`src/rtl/tcp_flowid_pkg.sv`:
```
// tcp_flowid_pkg: shared flow-ID widths, ID type and allocator state encoding.
package tcp_flowid_pkg;
  localparam int FLOWID_W = 3;
  localparam int NUM_FLOWS = 2 ** FLOWID_W;
  typedef logic [FLOWID_W-1:0] flowid_t;
  typedef enum logic {INIT, RUN} alloc_state_e;
endpackage

```
`src/rtl/flowid_free_fifo.sv`:
```
// flowid_free_fifo: circular store of free IDs, one write port, async read of the head.
module flowid_free_fifo #(
  parameter int W = 3,
  parameter int N = 2 ** W
) (
  input  logic         clk,
  input  logic         rst_n,
  input  logic         wr_en,
  input  logic [W-1:0] wr_data,
  input  logic         rd_en,
  output logic [W-1:0] rd_data
);
  logic [W-1:0] mem [N];
  logic [W-1:0] wr_ptr, rd_ptr;
  always_ff @(posedge clk)
    if (wr_en) mem[wr_ptr] <= wr_data;
  always_ff @(posedge clk or negedge rst_n)
    if (!rst_n) begin
      wr_ptr <= '0;
      rd_ptr <= '0;
    end else begin
      if (wr_en) wr_ptr <= wr_ptr + 1'b1;
      if (rd_en) rd_ptr <= rd_ptr + 1'b1;
    end
  assign rd_data = mem[rd_ptr];
endmodule

```
`src/rtl/tcp_flowid_alloc.sv`:
```
// tcp_flowid_alloc: free-list allocator of TCP flow IDs with init fill, recycle and double-free detection.
module tcp_flowid_alloc #(
  parameter int FLOWID_W = 3,
  parameter int NUM_FLOWS = 2 ** FLOWID_W
) (
  input  logic                clk,
  input  logic                rst_n,
  input  logic                flowid_manager_req,
  output logic                flowid_avail,
  output logic [FLOWID_W-1:0] flowid,
  input  logic                free_val,
  input  logic [FLOWID_W-1:0] free_flowid,
  output logic                free_rdy,
  output logic [FLOWID_W:0]   flows_in_use,
  output logic                double_free_err
);
  import tcp_flowid_pkg::*;
  localparam logic [FLOWID_W:0] FULL = (FLOWID_W+1)'(NUM_FLOWS);
  localparam logic [FLOWID_W-1:0] LAST = FLOWID_W'(NUM_FLOWS - 1);
  alloc_state_e state, state_nx;
  logic [FLOWID_W-1:0] init_idx, head, wr_data;
  logic [FLOWID_W:0] free_cnt;
  logic [NUM_FLOWS-1:0] in_use;
  logic run, alloc, free_hit, free_miss, wr_en;
  flowid_free_fifo #(.W(FLOWID_W), .N(NUM_FLOWS)) u_fifo (
    .clk(clk), .rst_n(rst_n), .wr_en(wr_en), .wr_data(wr_data), .rd_en(alloc), .rd_data(head)
  );
  // The bitmap is consulted before this cycle's alloc, so freeing the ID being handed out counts as a double free.
  always_comb begin
    run = state == RUN;
    flowid_avail = run && free_cnt != '0;
    free_rdy = run;
    alloc = flowid_manager_req && flowid_avail;
    free_hit = free_val && run && in_use[free_flowid];
    free_miss = free_val && run && !in_use[free_flowid];
    wr_en = !run || free_hit;
    wr_data = run ? free_flowid : init_idx;
    state_nx = (!run && init_idx == LAST) ? RUN : state;
    flowid = run ? head : '0;
    flows_in_use = run ? FULL - free_cnt : '0;
  end
  always_ff @(posedge clk or negedge rst_n)
    if (!rst_n) begin
      state <= INIT;
      init_idx <= '0;
      free_cnt <= '0;
      in_use <= '0;
      double_free_err <= 1'b0;
    end else begin
      state <= state_nx;
      if (!run) init_idx <= init_idx + 1'b1;
      if (!run && state_nx == RUN) free_cnt <= FULL;
      else if (run) free_cnt <= free_cnt + (FLOWID_W+1)'(free_hit) - (FLOWID_W+1)'(alloc);
      if (free_hit) in_use[free_flowid] <= 1'b0;
      if (alloc) in_use[head] <= 1'b1;
      double_free_err <= double_free_err | free_miss;
    end
endmodule
```
`config.mk`:
```
export PLATFORM = sky130hd
export DESIGN_NAME = tcp_flowid_alloc
export DESIGN_NICKNAME = d
export VERILOG_FILES = /design/src/rtl/tcp_flowid_pkg.sv /design/src/rtl/flowid_free_fifo.sv /design/src/rtl/tcp_flowid_alloc.sv
export SDC_FILE = /design/constraint.sdc
export NUM_CORES = 1
export LEC_CHECK = 0
export CORE_MARGIN = 10
export CORE_UTILIZATION = 50
export CTS_BUF_LIST = sky130_fd_sc_hd__clkbuf_16
export CTS_CLUSTER_DIAMETER = 100
export CTS_CLUSTER_SIZE = 12
export DETAILED_ROUTE_END_ITERATION = 16
export PLACE_DENSITY_LB_ADDON = 0.1
export SETUP_SLACK_MARGIN = 0.2
export SYNTH_ARGS = -nofsm -noshare
export SYNTH_HDL_FRONTEND = slang
export SYNTH_SLANG_ARGS = --single-unit
```
`constraint.sdc`:
```
create_clock -name clk -period 4.66 [get_ports clk]
set_clock_uncertainty 0.2 [all_clocks]
set_input_delay 0.932 -clock clk [delete_from_list [all_inputs] [get_ports clk]]
set_output_delay 0.932 -clock clk [all_outputs]
set_load 0.01 [all_outputs]
```
==> results.ini, run 1 <==
[floorplan]
core_mm2 = 0.00479
die_h_um = 90.9
num_rows = 25
die_area_mm2 = 0.00826
die_w_um = 90.9
start_util_pct = 52.5
pin_count = 17

[logic_synthesis]
synth_edf_count = 24
synthTopCellsByCount = edfxtp_1 (24), dfrtp_1 (23), nand2_1 (17)
synth_warnings = 0
syn_area_mm2 = 0.00251
yosysSeqAreaShare_pct = 51.6
synth.ff_latch_count = 47
yosysTopAreaCellShare_pct = 28.7
synth_ff_type = edfxtp_1
synthCells = 195
synth_async_sr_flop_share_pct = 48.9
yosysTopAreaCell = edfxtp_1
yosysMostFrequentCell = edfxtp_1
netlist-cell-type-count = 49
syn-num-nets = 213
syn_area_per_cell_um2 = 12.9
synth_area_leaders = edfxtp_1 (29%), dfrtp_1 (23%), mux4_2 (5.4%), ha_1 (5.0%), mux2_2 (3.1%)

[global_route]
grt_pass1_vias = 1540
track_usage_pct = 12.0
antenna_found_initial = 0
grt_overflow = 0
grt_max_degree = 24
grt_first_pass_wirelength_um = 8010

[cts]
postCtsHoldBufs = 0
clk_pin_slew_worst_paths_ns = 0.06
clk_path_buf_depth = 2
clock_latency_ns = 0.28
cts_setup_buffers = 0
cts_tree = done
htreeDepth = 2
root_buffer = clkbuf_16
cts-resized-gates = 0
numClockSinks = 47
numCtsBuffers = 5

[placement]
portBuffers = 16
gp_congestion = 0.932
dp_slack_ns = 0.818
hpwl_um = 3710

[cells_and_area]
final_layout_size_suffix_gt1_share_pct = 14.9
num_antenna_cells = 0
num-nets-final = 225
area_delta_synth_final_pct = 12.4

[pwr]
p_leak_nw = 1.06
peakVddDrop_mv = 0.411
powerDensity_mw_per_mm2 = 604

[sta]
fin_crit_ns = 3.54
setup_ws_ns = 1.12
max_clock_freq_mhz = 282
finalHoldViolCount = 0
setup_viol = 0
fin_crit_sh_pct = 76.0
tightest_slew_ns = 1.05
relSlewSlack_pct = 30.0
rsz0062_at_grt = false
slew_violations = 0
setup_tns_ns = 0

[drt]
ant_nets = 0
firstDrtPassIters = 4
drcViolationCount = 0
wl_per_cell_um = 17.6
drt-initial-drc-count = 99
viasPerCell = 5.72
dr_total_vias = 1573
wl_um = 4830

[worst_hold_path]
min_to = double_free_err
min_path_cells = 1
hp-class = register to register
worstHoldStart = double_free_err

[flow_run]
maxCapViolations = 0

[setup_path]
crit_arrival_ns = 3.54
crit_path_cell_trace = clkdlybuf4s50_1 > mux2i_1 > o22ai_2 > o31ai_1 > xnor2_1 > ha_1 > fa_1 > xnor2_1 > nand2_1 > o21ai_0
end_kind = register
worstSetupPathType = input port to register
worst-path-buf-inv = 1
ff2ff_path_depth = 8
r2r_slack_ns = 1.87
crit_required_ns = 4.66
crit_fanout = 10
cp_top_family = buffers and inverters
cp_common_cell = xnor2_1
timing.rr.end = free_cnt[2]
setup.worst_path.start_class = input port
r2r-start = free_rdy
critPathSlowestCell = clkdlybuf4s50_1
cpPeakStageDelay_ns = 0.69

[run_status]
status = finished, final reports clean

## placed cells by master, fill, tap and decap left out, drive strengths merged, types with 5 or more instances in the layout
| cell | n |
|---|---|
| edfxtp | 24 |
| dfrtp | 23 |
| nand2 | 17 |
| clkdlybuf4s50 | 16 |
| ha | 10 |
| o21ai | 10 |
| inv | 8 |
| a211oi | 8 |
| mux2 | 7 |
| mux4 | 6 |
| nor2b | 6 |
| and2 | 5 |
| nand2b | 5 |
| xnor2 | 5 |
| clkbuf | 5 |
| a21oi | 5 |
## metrics by stage
| step | hold WS [ns] | instances | power (mW) | utilization, % | cell area (um^2) |
|---|---|---|---|---|---|
| final | 0.265 | 275 | 1.70 | 59.0 | 2820 |
| after floorplan | 0.248 | 195 | 1.13 | - | 2510 |
| after global routing | 0.284 | 275 | 1.82 | 59.0 | 2820 |
| after global placement | 0.248 | 267 | 1.34 | 55.9 | 2680 |
| after detailed placement | 0.246 | 267 | 1.38 | 55.9 | 2680 |
| after CTS | 0.270 | 275 | 1.72 | 59.0 | 2820 |
## kinds of logic after synthesis
kind of cell    after synthesis  synth area share [%]
compound gates               43                  14.7
xor+xnor                      7                  2.44
fa+ha+maj                    11                  5.78
buf+inv                      20                  4.63
flops                        47                  51.6
mux                          17                  10.1
simple gates                 50                  10.7
## sequential cells by signal, summed over array words and instances (netlist names)
signal and flops:
u_fifo.wr_ptr 3, init_idx 3, free_rdy 1, free_cnt 4, u_fifo.mem 24, double_free_err 1, in_use 8, u_fifo.rd_ptr 3
## routing by layer
| layer | up-vias | wire [um] | global-route usage [%] |
|---|---|---|---|
| li1 | 753 | - | - |
| met1 | 783 | 2120 | 15.1 |
| met2 | 33 | 2460 | 19.9 |
| met3 | 4 | 217 | 3.33 |
| met4 | 0 | 33 | 2.87 |
| met5 | - | 0 | 0 |
## power breakdown
group / switching, mW / internal, mW / total [mW] / leakage, nW
sequential: 0.114 / 0.534 / 0.649 / 0.479
clock: 0.147 / 0.197 / 0.344 / 0.0658
combinational: 0.344 / 0.367 / 0.712 / 0.511
total: 0.605 / 1.10 / 1.70 / 1.06
## area by class of cell
type,instances,area [um^2]
Fill cell,410,1960
Sequential cell,47,1300
Multi-Input combinational cell,128,1100
Timing Repair Buffer,17,168
Clock buffer,5,125
Tap cell,67,83.8
Inverter,8,30.0
Clock inverter,3,20.0
## worst max-delay path by stage
| stage | cells after the start | endpoint | slack [ns] | from |
|---|---|---|---|---|
| after floorplan | 10 | free_cnt[2] | 1.58 | free_flowid[2] |
| after global placement | 9 | free_cnt[1] | 0.93 | free_flowid[0] |
| after detailed placement | 10 | free_cnt[2] | 0.82 | free_flowid[2] |
| after CTS | 10 | free_cnt[2] | 1.10 | free_flowid[2] |
| after global routing | 10 | free_cnt[2] | 0.92 | free_flowid[2] |
| final | 10 | free_cnt[2] | 1.12 | free_flowid[2] |
No activity file was read; power rests on OpenSTA's default activity.
==> inputs of run 2 (changes only) <==
- clock period: 4.66 -> 3.68 ns (I/O delays scaled with it)
==> results.ini, run 2 (synthesis results as in run 1) <==
[sta]
rsz0062_at_grt = false  ; unchanged
setup_tns_ns = 0  ; unchanged
max_clock_freq_mhz = 304
slew_violations = 0  ; unchanged
relSlewSlack_pct = 27.7  ; was 30.0%
holdWs_ns = 0.274  ; was 0.265 ns
setup_viol = 0  ; unchanged
fin_crit_ns = 3.28
finalHoldViolCount = 0  ; unchanged
tightest_slew_ns = 1.08  ; was 1.05 ns
fin_crit_sh_pct = 89.3

[worst_hold_path]
hp-class = register to register  ; unchanged
worstHoldStart = double_free_err  ; unchanged
min_path_cells = 1  ; unchanged
min_to = double_free_err  ; unchanged

[drt]
viasPerCell = 5.61  ; was 5.72
ant_nets = 0  ; unchanged
dr_total_vias = 1594  ; was 1,573
wl_per_cell_um = 18.0  ; was 17.6 um
firstDrtPassIters = 5  ; was 4
wl_um = 5110  ; was 4830 um
drcViolationCount = 0  ; unchanged
drt-initial-drc-count = 87  ; was 99

[cts]
root_buffer = clkbuf_16  ; unchanged
clk_path_buf_depth = 2  ; unchanged
numCtsBuffers = 5  ; unchanged
htreeDepth = 2  ; unchanged
cts_tree = done  ; unchanged
cts_setup_buffers = 0  ; unchanged
postCtsHoldBufs = 0  ; unchanged
numClockSinks = 47  ; unchanged
clock_latency_ns = 0.28  ; about the same
cts-resized-gates = 0  ; unchanged
clk_pin_slew_worst_paths_ns = 0.06  ; about the same

[cells_and_area]
num-nets-final = 234  ; was 225
final-seq-area_mm2 = 0.00130  ; unchanged
num_antenna_cells = 0  ; unchanged
layout_commonest_cell = edfxtp_1  ; unchanged
largest-register = u_fifo.mem  ; unchanged
mostFrequentLayoutCells = edfxtp_1 (24), dfrtp_1 (23), nand2_1 (17)  ; unchanged
nFillCells = 367  ; was 410
area_delta_synth_final_pct = 17.1  ; was 12.4%
largest_register_ff_count = 24  ; unchanged
multi_input_area_mm2 = 0.00110  ; about the same
top_regs = u_fifo.mem x24, in_use x8, free_cnt x4  ; unchanged
final_layout_size_suffix_gt1_share_pct = 18.4  ; was 14.9%

[placement]
gp_congestion = 0.921  ; was 0.932
portBuffers = 16  ; unchanged
hpwl_um = 3890  ; was 3710 um

[setup_path]
crit_required_ns = 2.74  ; was 4.66 ns
ff2ff_path_depth = 10  ; was 8
setup.worst_path.start_class = register  ; was input port
timing.rr.end = free_cnt[2]  ; unchanged
crit_arrival_ns = 2.35  ; was 3.54 ns
worstSetupPathType = register to output port  ; was input port to register
end_kind = output port  ; was register
crit_fanout = 7  ; was 10
r2r-start = free_cnt[1]  ; was free_rdy
r2r_slack_ns = 1.06  ; was 1.87 ns

[floorplan]
start_util_pct = 52.5  ; unchanged
num_rows = 25  ; unchanged
die_w_um = 90.9  ; unchanged
core_mm2 = 0.00479  ; unchanged
die_h_um = 90.9  ; unchanged
pin_count = 17  ; unchanged
die_area_mm2 = 0.00826  ; unchanged

[pwr]
powerDensity_mw_per_mm2 = 789  ; was 604 mW/mm^2
peakVddDrop_mv = 0.490  ; was 0.411 mV
p_leak_nw = 1.15  ; was 1.06 nW

[global_route]
grt_max_degree = 38  ; was 24
grt_first_pass_wirelength_um = 8890  ; was 8010 um
track_usage_pct = 13.3  ; was 12.0%
grt_pass1_vias = 1744  ; was 1,540
grt_overflow = 0  ; unchanged
antenna_found_initial = 0  ; unchanged

[run_status]
status = finished, final reports clean  ; unchanged

[flow_run]
maxCapViolations = 0  ; unchanged

run 2: cell count changes in the layout (fill, tap and decap cells not counted), sizes merged:
cell	before	now
clkinv	1	0
dlymetal6s2s	0	2
inv	8	9
clkinvlp	2	0
buf	1	10
clkdlybuf4s50	16	14
bufinv	0	2
run 2: final cells by class:
type                       instances  share of cell area (%)
sequential                        47                    44.1
multi-input combinational        128                    37.5
timing repair buffer              26                    8.17
tap                               67                    2.85
clock buffer                       5                    4.25
clock inverter                     3                    2.17
inverter                           8                    1.02
run 2: worst max path at each step:
stage                           startpoint          end  slack [ns]  depth (start not counted)
after global placement      free_flowid[1]  free_cnt[2]        0.20                         10
after global routing      u_fifo.rd_ptr[1]    flowid[1]        0.23                          4
after CTS                 u_fifo.rd_ptr[1]    flowid[2]        0.33                          4
after floorplan             free_flowid[2]  free_cnt[2]        0.80                         10
final                     u_fifo.rd_ptr[1]    flowid[1]        0.40                          4
after detailed placement    free_flowid[0]  free_cnt[2]        0.06                         10
run 2: where the power goes:
group,internal (mW),switching [mW]
clock,0.386,0.179
sequential,0.677,0.143
combinational,0.490,0.445
total,1.55,0.767
run 2: worst max-delay path, cell delays in order, from the launching register on:
cell and delay (ns):
dfrtp_1 0.56, mux4_2 0.54, mux2i_1 0.37, nor2b_1 0.09, clkdlybuf4s50_1 0.49
run 2: through the flow:
| step | instance area [um^2] | cells | util [%] | power, mW | worst slack [ns] |
|---|---|---|---|---|---|
| after floorplan | 2510 | 195 | - | 1.43 | 0.796 |
| after global placement | 2740 | 276 | 57.3 | 1.72 | 0.197 |
| after detailed placement | 2740 | 276 | 57.3 | 1.77 | 0.0598 |
| final | 2940 | 284 | 61.5 | 2.32 | 0.395 |
| after global routing | 2940 | 284 | 61.5 | 2.49 | 0.231 |
| after CTS | 2930 | 284 | 61.3 | 2.34 | 0.333 |
run 2: routing by layer:
| layer | global-route usage [%] | vias up | wire (um) | part of all wire (%) |
|---|---|---|---|---|
| met5 | 0 | - | 0 | 0 |
| met4 | 4.18 | 0 | 42 | 0.82 |
| met3 | 2.66 | 5 | 126 | 2.5 |
| met2 | 23.5 | 19 | 2700 | 53 |
| met1 | 15.6 | 798 | 2240 | 44 |
| li1 | - | 772 | - | - |
==> inputs of run 3 (changes only) <==
- GPL_TIMING_DRIVEN: unset -> 0
==> results.ini, run 3 (synthesis results as in run 1) <==
[global_route]
grt_overflow = 0  ; unchanged
grt_first_pass_wirelength_um = 8370  ; was 8890 um
grt_max_degree = 24  ; was 38
track_usage_pct = 12.2  ; was 13.3%
grt_pass1_vias = 1660  ; was 1,744
antenna_found_initial = 0  ; unchanged

[setup_path]
end_kind = output port  ; unchanged
crit_path_cell_trace = buf_2 > mux4_2 > mux2i_1 > nor2b_1 > clkdlybuf4s50_1  ; was mux4_2 > mux2i_1 > nor2b_1 > clkdlybuf4s50_1
worst-path-buf-inv = 2  ; was 1
ff2ff_path_depth = 11  ; was 10
crit_arrival_ns = 2.37  ; was 2.35 ns
cpPeakStageDelay_ns = 0.51  ; was 0.56 ns
crit_fanout = 6  ; was 7
timing.rr.end = free_cnt[2]  ; unchanged
r2r-start = free_cnt[1]  ; unchanged
setup.worst_path.start_class = register  ; unchanged
worstSetupPathType = register to output port  ; unchanged
r2r_slack_ns = 1.09  ; was 1.06 ns
critPathSlowestCell = mux4_2  ; was dfrtp_1
cp_top_family = multiplexers  ; unchanged
crit_required_ns = 2.74  ; about the same

[cells_and_area]
utilization_pct = 60.2  ; was 61.5%
largest-register = u_fifo.mem  ; unchanged
layout_commonest_cell = edfxtp_1  ; unchanged
nFillCells = 387  ; was 367
num-nets-final = 234  ; unchanged
final_layout_size_suffix_gt1_share_pct = 17.5  ; was 18.4%
mostFrequentLayoutCells = edfxtp_1 (24), dfrtp_1 (23), nand2_1 (17)  ; unchanged
multi_input_area_mm2 = 0.00110  ; about the same
top_regs = u_fifo.mem x24, in_use x8, free_cnt x4  ; unchanged
stdcell_count = 284  ; unchanged
area_delta_synth_final_pct = 14.7  ; was 17.1%
num_antenna_cells = 0  ; unchanged
final-seq-area_mm2 = 0.00130  ; unchanged
largest_register_ff_count = 24  ; unchanged

[flow_run]
maxCapViolations = 0  ; unchanged

[drt]
drt-initial-drc-count = 65  ; was 87
wl_per_cell_um = 17.1  ; was 18.0 um
ant_nets = 0  ; unchanged
firstDrtPassIters = 4  ; was 5
viasPerCell = 5.51  ; was 5.61
wl_um = 4870  ; was 5110 um
dr_total_vias = 1566  ; was 1,594
drcViolationCount = 0  ; unchanged

[placement]
placed_cells = 276  ; unchanged
hpwl_um = 3700  ; was 3890 um
gp_congestion = 0.857  ; was 0.921
portBuffers = 14  ; was 16

[pwr]
peakVddDrop_mv = 0.347  ; was 0.490 mV
powerDensity_mw_per_mm2 = 749  ; was 789 mW/mm^2
finalPower_mw = 2.16  ; was 2.32 mW
p_leak_nw = 1.09  ; was 1.15 nW

[floorplan]
start_util_pct = 52.5  ; unchanged
die_h_um = 90.9  ; unchanged
die_area_mm2 = 0.00826  ; unchanged
num_rows = 25  ; unchanged
die_w_um = 90.9  ; unchanged
pin_count = 17  ; unchanged
core_mm2 = 0.00479  ; unchanged

[cts]
htreeDepth = 2  ; unchanged
cts-resized-gates = 0  ; unchanged
clock_latency_ns = 0.28  ; about the same
clk_pin_slew_worst_paths_ns = 0.06  ; about the same
numCtsBuffers = 5  ; unchanged
clk_path_buf_depth = 2  ; unchanged
cts_tree = done  ; unchanged
numClockSinks = 47  ; unchanged
cts_setup_buffers = 0  ; unchanged
root_buffer = clkbuf_16  ; unchanged
postCtsHoldBufs = 0  ; unchanged

[run_status]
status = finished, final reports clean  ; unchanged

[sta]
holdWs_ns = 0.264  ; was 0.274 ns
rsz0062_at_grt = false  ; unchanged
setup_viol = 0  ; unchanged
relSlewSlack_pct = 29.5  ; was 27.7%
setup_tns_ns = 0  ; unchanged
slew_violations = 0  ; unchanged
max_clock_freq_mhz = 303  ; was 304 MHz
fin_crit_ns = 3.30  ; was 3.28 ns
finalHoldViolCount = 0  ; unchanged
fin_crit_sh_pct = 89.7  ; was 89.3%
tightest_slew_ns = 1.05  ; was 1.08 ns

[worst_hold_path]
worstHoldStart = double_free_err  ; unchanged
hp-class = register to register  ; unchanged
min_path_cells = 1  ; unchanged
min_to = double_free_err  ; unchanged

-- run 3: area by class of cell --
class / instances / share of cell area [%]
well taps: 67 / 2.91
plain buffers: 12 / 3.00
clock buffers: 5 / 4.34
multi-input cells: 128 / 38.3
flip-flops and latches: 47 / 45.0
repair buffers: 14 / 4.87
clock inverters: 3 / 0.521
inverters: 8 / 1.04
-- run 3: stage by stage --
stage | setup WS [ns] | instance area (um^2)
after floorplan | 0.796 | 2510
after global placement | 0.0860 | 2740
after detailed placement | 0.0438 | 2740
after CTS | 0.317 | 2880
after global routing | 0.239 | 2880
final | 0.377 | 2880
-- run 3: worst max path at each step --
| stage | endpoint | slack (ns) | startpoint | cells after the start |
|---|---|---|---|---|
| finish | flowid[2] | 0.38 | u_fifo.rd_ptr[1] | 5 |
| global route | free_cnt[2] | 0.24 | free_flowid[1] | 11 |
| CTS | free_cnt[2] | 0.32 | free_flowid[1] | 11 |
| detailed placement | free_cnt[2] | 0.04 | free_flowid[1] | 11 |
| global placement | free_cnt[2] | 0.09 | free_flowid[1] | 11 |
| floorplan | free_cnt[2] | 0.80 | free_flowid[2] | 10 |
-- run 3: power breakdown --
group	switching (mW)	leakage, nW	internal, mW
Sequential	0.0820	0.479	0.677
Combinational	0.493	0.547	0.486
Clock	0.174	0.0649	0.246
-- run 3: layer usage --
layer / up-vias / wire length (um) / GRT usage [%]
li1: 768 / - / -
met1: 770 / 2180 / 14.7
met2: 19 / 2520 / 21.0
met3: 9 / 122 / 3.33
met4: 0 / 52 / 3.13
met5: - / 0 / 0
